### src/rtl/uart_rx.sv
// -----------------------------------------------------------------------------
// uart_rx
//
// Serial 8N1 receiver for the Master_Control host link. The asynchronous rx
// line is brought into the clock domain through a two-stage synchroniser. A
// low level starts a reception. The start bit is re-checked at mid-bit, and
// every later bit is sampled one bit period after the previous sample. The
// mid-bit counter uses the same MAXCOUNT/RESETVAL scheme as the shared baud
// pulse generator.
//
// Parameters:
//   CLKFREQ  - system clock frequency in Hz
//   BAUD     - line rate in bit/s
//   MAXCOUNT - clock cycles per bit (CLKFREQ/BAUD)
//   RESETVAL - cycles from start detection to the start-bit sample
//   DIM_CNT  - baud counter width; MAXCOUNT must fit in 2^DIM_CNT
//
// Ports:
//   clk        in   system clock, rising edge
//   rst        in   synchronous active-high reset
//   rx         in   asynchronous serial input, idles high
//   data       out  last correctly framed byte, LSB received first
//   data_valid out  one-cycle strobe, data updated in the same cycle
//   frame_err  out  one-cycle strobe, stop bit sampled low
//   busy       out  high whenever the receiver is not idle
// -----------------------------------------------------------------------------
module uart_rx #(
    parameter int CLKFREQ  = 100000000,
    parameter int BAUD     = 115200,
    parameter int MAXCOUNT = CLKFREQ / BAUD,
    parameter int RESETVAL = MAXCOUNT / 2,
    parameter int DIM_CNT  = 16
) (
    input  logic       clk,
    input  logic       rst,
    input  logic       rx,
    output logic [7:0] data,
    output logic       data_valid,
    output logic       frame_err,
    output logic       busy
);

    typedef enum logic [2:0] {
        IDLE,
        START,
        DATA,
        STOP,
        BREAK
    } state_t;

    // Counter values at which the line is sampled.
    localparam logic [DIM_CNT-1:0] START_LAST = DIM_CNT'(RESETVAL - 1);
    localparam logic [DIM_CNT-1:0] BIT_LAST   = DIM_CNT'(MAXCOUNT - 1);
    localparam logic [DIM_CNT-1:0] CNT_ONE    = DIM_CNT'(1);

    logic               rx_meta_q;
    logic               rx_s_q;
    state_t             state_q;
    logic [DIM_CNT-1:0] cnt_q;
    logic [2:0]         bit_idx_q;
    logic [7:0]         shift_q;
    logic [7:0]         data_q;
    logic               data_valid_q;
    logic               frame_err_q;

    // Two-flop synchroniser. Both stages reset to the idle level, so leaving
    // reset never looks like a start bit.
    // NOTE: non-blocking assignments make each stage take the previous
    // stage's old value; blocking ones would collapse the chain to one flop.
    always_ff @(posedge clk) begin
        if (rst) begin
            rx_meta_q <= 1'b1;
            rx_s_q    <= 1'b1;
        end else begin
            rx_meta_q <= rx;
            rx_s_q    <= rx_meta_q;
        end
    end

    // Receive FSM with registered strobes.
    always_ff @(posedge clk) begin
        if (rst) begin
            state_q      <= IDLE;
            cnt_q        <= '0;
            bit_idx_q    <= '0;
            shift_q      <= '0;
            data_q       <= '0;
            data_valid_q <= 1'b0;
            frame_err_q  <= 1'b0;
        end else begin
            // Strobes default low so each one lasts exactly one cycle.
            data_valid_q <= 1'b0;
            frame_err_q  <= 1'b0;

            case (state_q)
                IDLE: begin
                    if (!rx_s_q) begin
                        state_q <= START;
                        cnt_q   <= '0;
                    end
                end

                START: begin
                    if (cnt_q == START_LAST) begin
                        cnt_q     <= '0;
                        bit_idx_q <= '0;
                        // A line that is high again at mid-start-bit was a glitch.
                        state_q   <= rx_s_q ? IDLE : DATA;
                    end else begin
                        cnt_q <= cnt_q + CNT_ONE;
                    end
                end

                DATA: begin
                    if (cnt_q == BIT_LAST) begin
                        cnt_q     <= '0;
                        shift_q   <= {rx_s_q, shift_q[7:1]};
                        bit_idx_q <= bit_idx_q + 3'd1;
                        if (bit_idx_q == 3'd7) begin
                            state_q <= STOP;
                        end
                    end else begin
                        cnt_q <= cnt_q + CNT_ONE;
                    end
                end

                STOP: begin
                    // Returning to IDLE at mid-stop-bit leaves half a bit of
                    // slack, so a back-to-back start edge is still caught.
                    if (cnt_q == BIT_LAST) begin
                        cnt_q <= '0;
                        if (rx_s_q) begin
                            data_q       <= shift_q;
                            data_valid_q <= 1'b1;
                            state_q      <= IDLE;
                        end else begin
                            frame_err_q <= 1'b1;
                            state_q     <= BREAK;
                        end
                    end else begin
                        cnt_q <= cnt_q + CNT_ONE;
                    end
                end

                BREAK: begin
                    // A held-low line must go high before another start is
                    // accepted.
                    if (rx_s_q) begin
                        state_q <= IDLE;
                    end
                end

                default: begin
                    state_q <= IDLE;
                end
            endcase
        end
    end

    assign data       = data_q;
    assign data_valid = data_valid_q;
    assign frame_err  = frame_err_q;
    assign busy       = (state_q != IDLE);

endmodule

### config.mk
export PLATFORM = sky130hd
export DESIGN_NAME = uart_rx
export DESIGN_NICKNAME = d
export VERILOG_FILES = /design/src/rtl/uart_rx.sv
export SDC_FILE = /design/constraint.sdc
export NUM_CORES = 1
export LEC_CHECK = 0
export CORE_AREA = 2 2 66 68
export DETAILED_ROUTE_END_ITERATION = 7
export DIE_AREA = 0 0 68 70
export GPL_TIMING_DRIVEN = 0
export PLACE_DENSITY = 0.72
export SLEW_MARGIN = 20
export SYNTH_ARGS = -nofsm -noshare
export SYNTH_HDL_FRONTEND = slang
export SYNTH_SLANG_ARGS = --single-unit
### constraint.sdc
create_clock -name clk -period 2.2 [get_ports clk]
set_input_delay 0.22 -clock clk [delete_from_list [all_inputs] [get_ports clk]]
set_output_delay 0.22 -clock clk [all_outputs]
set_load 0.005 [all_outputs]
==> run summary, run 1 <==
Iter 0 DRT Violations - 118
VDD IR max - 245 uV
WL per Instance - 14.4 um
depth of the most critical reg-to-reg path - 5
gr ovfl total - 0
crit path DAT - 2.56 ns
RSZ-0062 raised after global routing - true
Mapped Avg Cell Area - 8.84 um^2
first-pass GRT wire length - 7.20 mm
failing checks - setup timing
IO Port Bufs - 13
crit share post-route - 106%
diodes inserted - 0
Syn. warnings - 0
Total GRT Usage - 19.4%
Sw Pwr - 0.316 mW
final critical-path setup slack - -0.135 ns
Routed WL - 4.54 mm
Post-Synthesis Cell Area - 0.00202 mm^2
sequential power share - 56.3%
Via density - 5.80
crit path from - cnt_q[3]$_SDFFE_PP0P_
TritonRoute pass-1 iters - 4
Rows - 24
clk_lat worst skew - 0.30 ns
fmax - 428 MHz
Initial Utilization - 48.9%
layout cell share with drive strength beyond 1 - 20.1%
r2r setup slk - -0.14 ns
maxcap violations - 0
Tmin final - 2.34 ns
CTS Buffer Depth - 2
HPWL after DPL - 2.90 mm
Int Power - 1.04 mW
final setup fails - 19
clk_skew - 0.00317 ns
vias in the first global route - 1,640
Final GP Congestion - 0.851
outcome - finished with violations
Core Area - 0.00414 mm^2
worst-path maximum fanout - 6
Root Buffer Master - clkbuf_8
nets@finish - 270
final slew viol count - 0
CTS tree - yes
num ports - 14
post-synth net total - 236
P_leak - 1.02 nW
Die ar. - 0.00476 mm^2
number of library cell types mapped by synthesis - 44
end point of the critical path - bit_idx_q[0]$_SDFFE_PP0P_
synthesis-to-layout area growth - 25.3%
DRC Markers - 0
Fin. Hold Viols - 0
Worst-path clk slew - 0.08 ns
Cells after Synth - 229
Sw Ratio - 23.3%
htree depth - 2
combinational power share - 5.1%
critical path endpoint category - flop
initial antenna violation count - 0
register area share after synthesis - 41.5%
Die W - 68 um
die height - 70 um
worst flop-to-flop path startpoint - cnt_q[3]$_SDFFE_PP0P_
Slew headroom - 53.0%
Post-DRT Antenna Nets - 0
Via Count - 1,832
worst min path class - flop to flop
largest net degree at the start of global routing - 14
Min Hold Slack - 0.422 ns
Setup CP Type - flop to flop
clock share of power - 38.5%
Total Power - 1.35 mW
Hold Startpoint - rx_meta_q$_SDFF_PP1_
area of placed instances - 0.00222 mm^2
final non-filler cell area - 0.00254 mm^2
measured slew at the worst slew-check pin - 0.704 ns
clock sinks - 42
Inserted Clock Buffers - 5
PwrDens - 534 mW/mm^2
Place WS - -0.215 ns
Fill cells - 358
reg-to-reg endpoint - bit_idx_q[0]$_SDFFE_PP0P_
crit path launch type - flop
FF+latch count, synth - 42
hold_buf cts - 0
CP Data Required Time - 2.43 ns
## registers in the layout (all words and copies together), names as in the netlist
| name | flops |
|---|---|
| bit_idx_q | 3 |
| cnt_q | 16 |
| data | 8 |
| data_valid | 1 |
| frame_err | 1 |
| rx_meta_q | 1 |
| rx_s_q | 1 |
| shift_q | 8 |
| state_q | 3 |
## per-stage QoR
| step | setup TNS [ns] | std cells | util [%] |
|---|---|---|---|
| finish | -1.61 | 316 | 61.2 |
| global placement | -3.19 | 294 | 53.6 |
| floorplan | -0.198 | 229 | - |
| CTS | -2.51 | 312 | 58.8 |
| detailed placement | -3.64 | 294 | 53.6 |
| global route | -2.69 | 316 | 61.2 |
## critical path, cell delays in order (launching register included)
cell and delay (ns):
dfxtp_4 0.36, or4_4 0.58, or4_4 0.59, or3_4 0.36, a21oi_4 0.18, mux2i_1 0.21
## what timing repair did
item	4_1_cts	5_1_grt
endpoints found under the setup margin	33	39
hold endpoints to repair	0	0
buffers inserted	9	6
resized for setup	11	18
pin swaps	13	5
cloned	1	0
## layer usage
layer | wire (um) | up-vias | share of wire, % | track usage [%]
met3 | 204 | 11 | 4.5 | 4.99
met5 | 0 | - | 0 | 0
met1 | 2150 | 866 | 47 | 27.6
met4 | 94 | 0 | 2.1 | 7.56
li1 | - | 902 | - | -
met2 | 2090 | 53 | 46 | 27.8
## worst min-delay path by stage
stage | to | slack (ns) | cells after the start
after CTS | rx_s_q$_SDFF_PP1_ | 0.43 | 1
after global placement | rx_s_q$_SDFF_PP1_ | 0.39 | 1
after global routing | rx_s_q$_SDFF_PP1_ | 0.45 | 1
after floorplan | rx_meta_q$_SDFF_PP1_ | 0.32 | 1
after detailed placement | rx_s_q$_SDFF_PP1_ | 0.40 | 1
final | rx_s_q$_SDFF_PP1_ | 0.42 | 1
## layout by cell type, fill, tap and decap left out, types with 3 or more instances in the layout
cell / n
nand2_1: 23
or4_4: 4
a31oi_1: 4
dfxtp_1: 37
nand4_1: 3
nand2b_1: 3
clkbuf_1: 6
clkdlybuf4s50_1: 13
nor2_1: 25
ha_1: 4
dfxtp_2: 3
and3_1: 4
a22oi_2: 4
buf_4: 12
a21oi_1: 10
mux2i_1: 21
nand3b_1: 3
inv_1: 7
a21o_1: 3
nor3_1: 7
nand3_1: 11
clkbuf_8: 6
## logic make-up after synthesis
logic type / after synthesis / share of synthesized area (%)
adder cells (fa/ha/maj): 4 / 2.47
XOR/XNOR: 2 / 0.865
AO/OA/AOI/OAI: 40 / 15.0
flip-flops: 42 / 41.5
multiplexers: 21 / 10.4
buffers and inverters: 18 / 3.46
AND/OR/NAND/NOR: 102 / 26.3
## final cells by class
class	instances	area, um^2	share of cell area [%]
multi-input cells	170	1190	47.1
flip-flops and latches	42	852	33.6
repair buffers	28	263	10.4
clock buffers	6	82.6	3.26
well taps	52	65.1	2.57
plain buffers	9	40.0	1.58
inverters	7	26.3	1.04
clock inverters	2	12.5	0.493
## power by group through the flow
stage | combinational, mW | sequential [mW] | clock (mW)
floorplan | 0.0378 | 0.783 | 0
global placement | 0.0553 | 0.783 | 0
detailed placement | 0.0557 | 0.783 | 0
CTS | 0.0609 | 0.765 | 0.534
global route | 0.0764 | 0.764 | 0.566
finish | 0.0695 | 0.763 | 0.522
## Yosys cell counts (all sizes together)
master	count	share of area [%]
nand4b	2	0.87
o31a	2	0.87
mux2i	21	10
o2111ai	1	0.43
a211oi	3	1.1
o21ai	1	0.25
clkbuf	9	1.7
nor2b	2	0.62
nor4b	1	0.43
a22oi	4	2.2
a311oi	1	0.43
dfxtp	42	42
nor3	7	1.7
buf	2	0.49
o31ai	3	1.1
or3	3	1.2
inv	7	1.3
a21o	4	1.5
and3	4	1.2
a2111oi	1	0.43
or4	5	2.2
a31oi	4	1.2
or2	2	0.62
nand3	12	3.0
o211ai	1	0.37
a21oi	11	3.3
nand2b	4	1.2
a22o	2	0.93
xor2	2	0.87
or4bb	1	0.56
nand2	23	4.3
nor3b	2	0.74
o41ai	2	0.87
nand4	3	0.93
nor4	3	0.93
ha	4	2.5
nor2	25	4.6
nand3b	3	1.1
Note: power is estimated with default switching activity, not from simulation.
==> inputs of run 2 (changes only) <==
- CORE_AREA: 2 2 66 68 -> 2 2 63 65
- DIE_AREA: 0 0 68 70 -> 0 0 65 67
- HOLD_SLACK_MARGIN: not set -> 0.08
- PLACE_DENSITY: 0.72 -> 0.76
- clock period: 2.2 -> 2.4 ns (I/O delays scaled with it)
==> run 2 against run 1 <==
Compared with the run above:
- highest routed layer unchanged
- the run now ends clean
- largest cell class unchanged
- critical endpoint is now bit_idx_q[2]$_SDFFE_PP0P_
- critical path type unchanged
- clock-buffer cell count shrank 1
- combinational power down 21%
- clock power fell by 11%
- global-route usage is 2.7 points higher
==> run summary, run 2 (same netlist as run 1, synthesis figures left out) <==
Setup CP Type - flop to flop
DRC Markers - 0
gr ovfl total - 0
Fin. Hold Viols - 0
slowest stage cell, crit path - or4_4
most flop-heavy register - cnt_q
RSZ-0062 raised after global routing - true
Fill cells - 301
htree depth - 2
fmax - 423 MHz
largest net degree at the start of global routing - 15
PwrDens - 515 mW/mm^2
GR Layer Usage met3 - 5.57%
GR Util met2 - 33.5%
Bufs and invs on worst path - 0
Total Power - 1.22 mW
worst-path maximum fanout - 6
CP delay by family, top - simple AND/OR/NAND/NOR gates
clk_skew - 0.00664 ns
die height - 67 um
first-pass GRT wire length - 7.31 mm
worst-path cell chain - or4_4 -> or4_4 -> or3_4 -> a21oi_4 -> mux2i_1
leading cell types in the layout, fill and taps excluded - dfxtp_1 (38), nor2_1 (25), nand2_1 (23)
CTS tree - yes
Final GP Congestion - 0.848
final slew viol count - 0
nets@finish - 260
Iter 0 DRT Violations - 144
crit path launch type - flop
Post-DRT Antenna Nets - 0
Initial Utilization - 56.1%
clk_lat worst skew - 0.30 ns
commonest non-fill, non-tap cell in the layout - dfxtp_1
Worst-path clk slew - 0.09 ns
Via Count - 1,766
Inserted Clock Buffers - 5
crit share post-route - 98.4%
gr busiest metal - met2
max reg flops - 16
Util after Layout - 65.6%
num ports - 14
vias in the first global route - 1,553
Tmin final - 2.36 ns
HPWL after DPL - 2.97 mm
Routed WL - 4.31 mm
Slew headroom - 59.1%
crit path DAT - 2.59 ns
WL per Instance - 14.3 um
CP Data Required Time - 2.62 ns
clock sinks - 42
worst min path class - flop to flop
Via density - 5.85
Total GRT Usage - 22.1%
Die W - 65 um
TritonRoute pass-1 iters - 4
maxcap violations - 0
Root Buffer Master - clkbuf_8
slowest stage delay, CP - 0.57 ns
CTS Buffer Depth - 2
Rows - 22
Min Hold Slack - 0.423 ns
final critical-path setup slack - 0.0377 ns
diodes inserted - 0
outcome - finished clean
P_leak - 0.935 nW
IO Port Bufs - 13
VDD IR max - 304 uV
Die ar. - 0.00436 mm^2
synthesis-to-layout area growth - 16.9%
Place WS - -0.0631 ns
layout cell share with drive strength beyond 1 - 11.8%
initial antenna violation count - 0
critical path endpoint category - flop
met1 Track Usage GR - 30.2%
final setup fails - 0
Core Area - 0.00361 mm^2
CP dominant cell by count - or4_4
measured slew at the worst slew-check pin - 0.614 ns
==> run 2: where the power goes <==
part	internal [mW]	total [mW]	switching, mW	leakage (nW)
clock network	0.204	0.462	0.258	0.0441
logic	0.0196	0.0549	0.0353	0.550
registers	0.699	0.702	0.00248	0.341
==> run 2: final cells by class <==
class                      count  area, um^2  area share [%]
buffer                        10        40.0            1.69
clock inverter                 3        21.3           0.899
inverter                       7        26.3            1.11
multi-input combinational    169        1130            47.7
timing repair buffer          18         175            7.40
tap                           48        60.1            2.54
clock buffer                   5        68.8            2.91
sequential                    42         846            35.7
==> run 2: worst reg2reg max path, stage by stage (launching register included) <==
cell     delay, ns
dfxtp_2       0.34
or4_4         0.57
or4_4         0.56
or3_4         0.35
a21oi_4       0.22
mux2i_1       0.25
==> run 2: path summary, 6_finish.rpt <==
| path | startpoint | endpoint | slack, ns | depth (start not counted) |
|---|---|---|---|---|
| max reg2reg | cnt_q[15]$_SDFFE_PP0P_ | bit_idx_q[2]$_SDFFE_PP0P_ | 0.04 | 5 |
| max | cnt_q[15]$_SDFFE_PP0P_ | bit_idx_q[2]$_SDFFE_PP0P_ | 0.04 | 5 |
| min reg2reg | rx_meta_q$_SDFF_PP1_ | rx_s_q$_SDFF_PP1_ | 0.42 | 1 |
| min | rx_meta_q$_SDFF_PP1_ | rx_s_q$_SDFF_PP1_ | 0.42 | 1 |
==> run 2: routing by layer <==
layer / routed length [um] / share of wire (%) / up-vias
li1: - / - / 880
met1: 2060 / 48 / 840
met2: 1950 / 45 / 39
met3: 220 / 5.1 / 7
met4: 78 / 1.8 / 0
met5: 0 / 0 / -
==> run 2: repair_timing <==
item | CTS | global route
pin swaps | 3 | 5
setup endpoints to repair | 5 | 9
resized for setup | 4 | 6
setup buffers | 3 | 2
cloned | 0 | 0
hold buffers | 0 | 0
==> run 2: stage by stage <==
step,cells,TNS (ns),area [um^2]
finish,302,0,2370
CTS,300,0,2330
floorplan,229,0,2020
global placement,290,-0.0180,2210
global route,302,-0.0714,2370
detailed placement,290,-0.139,2210
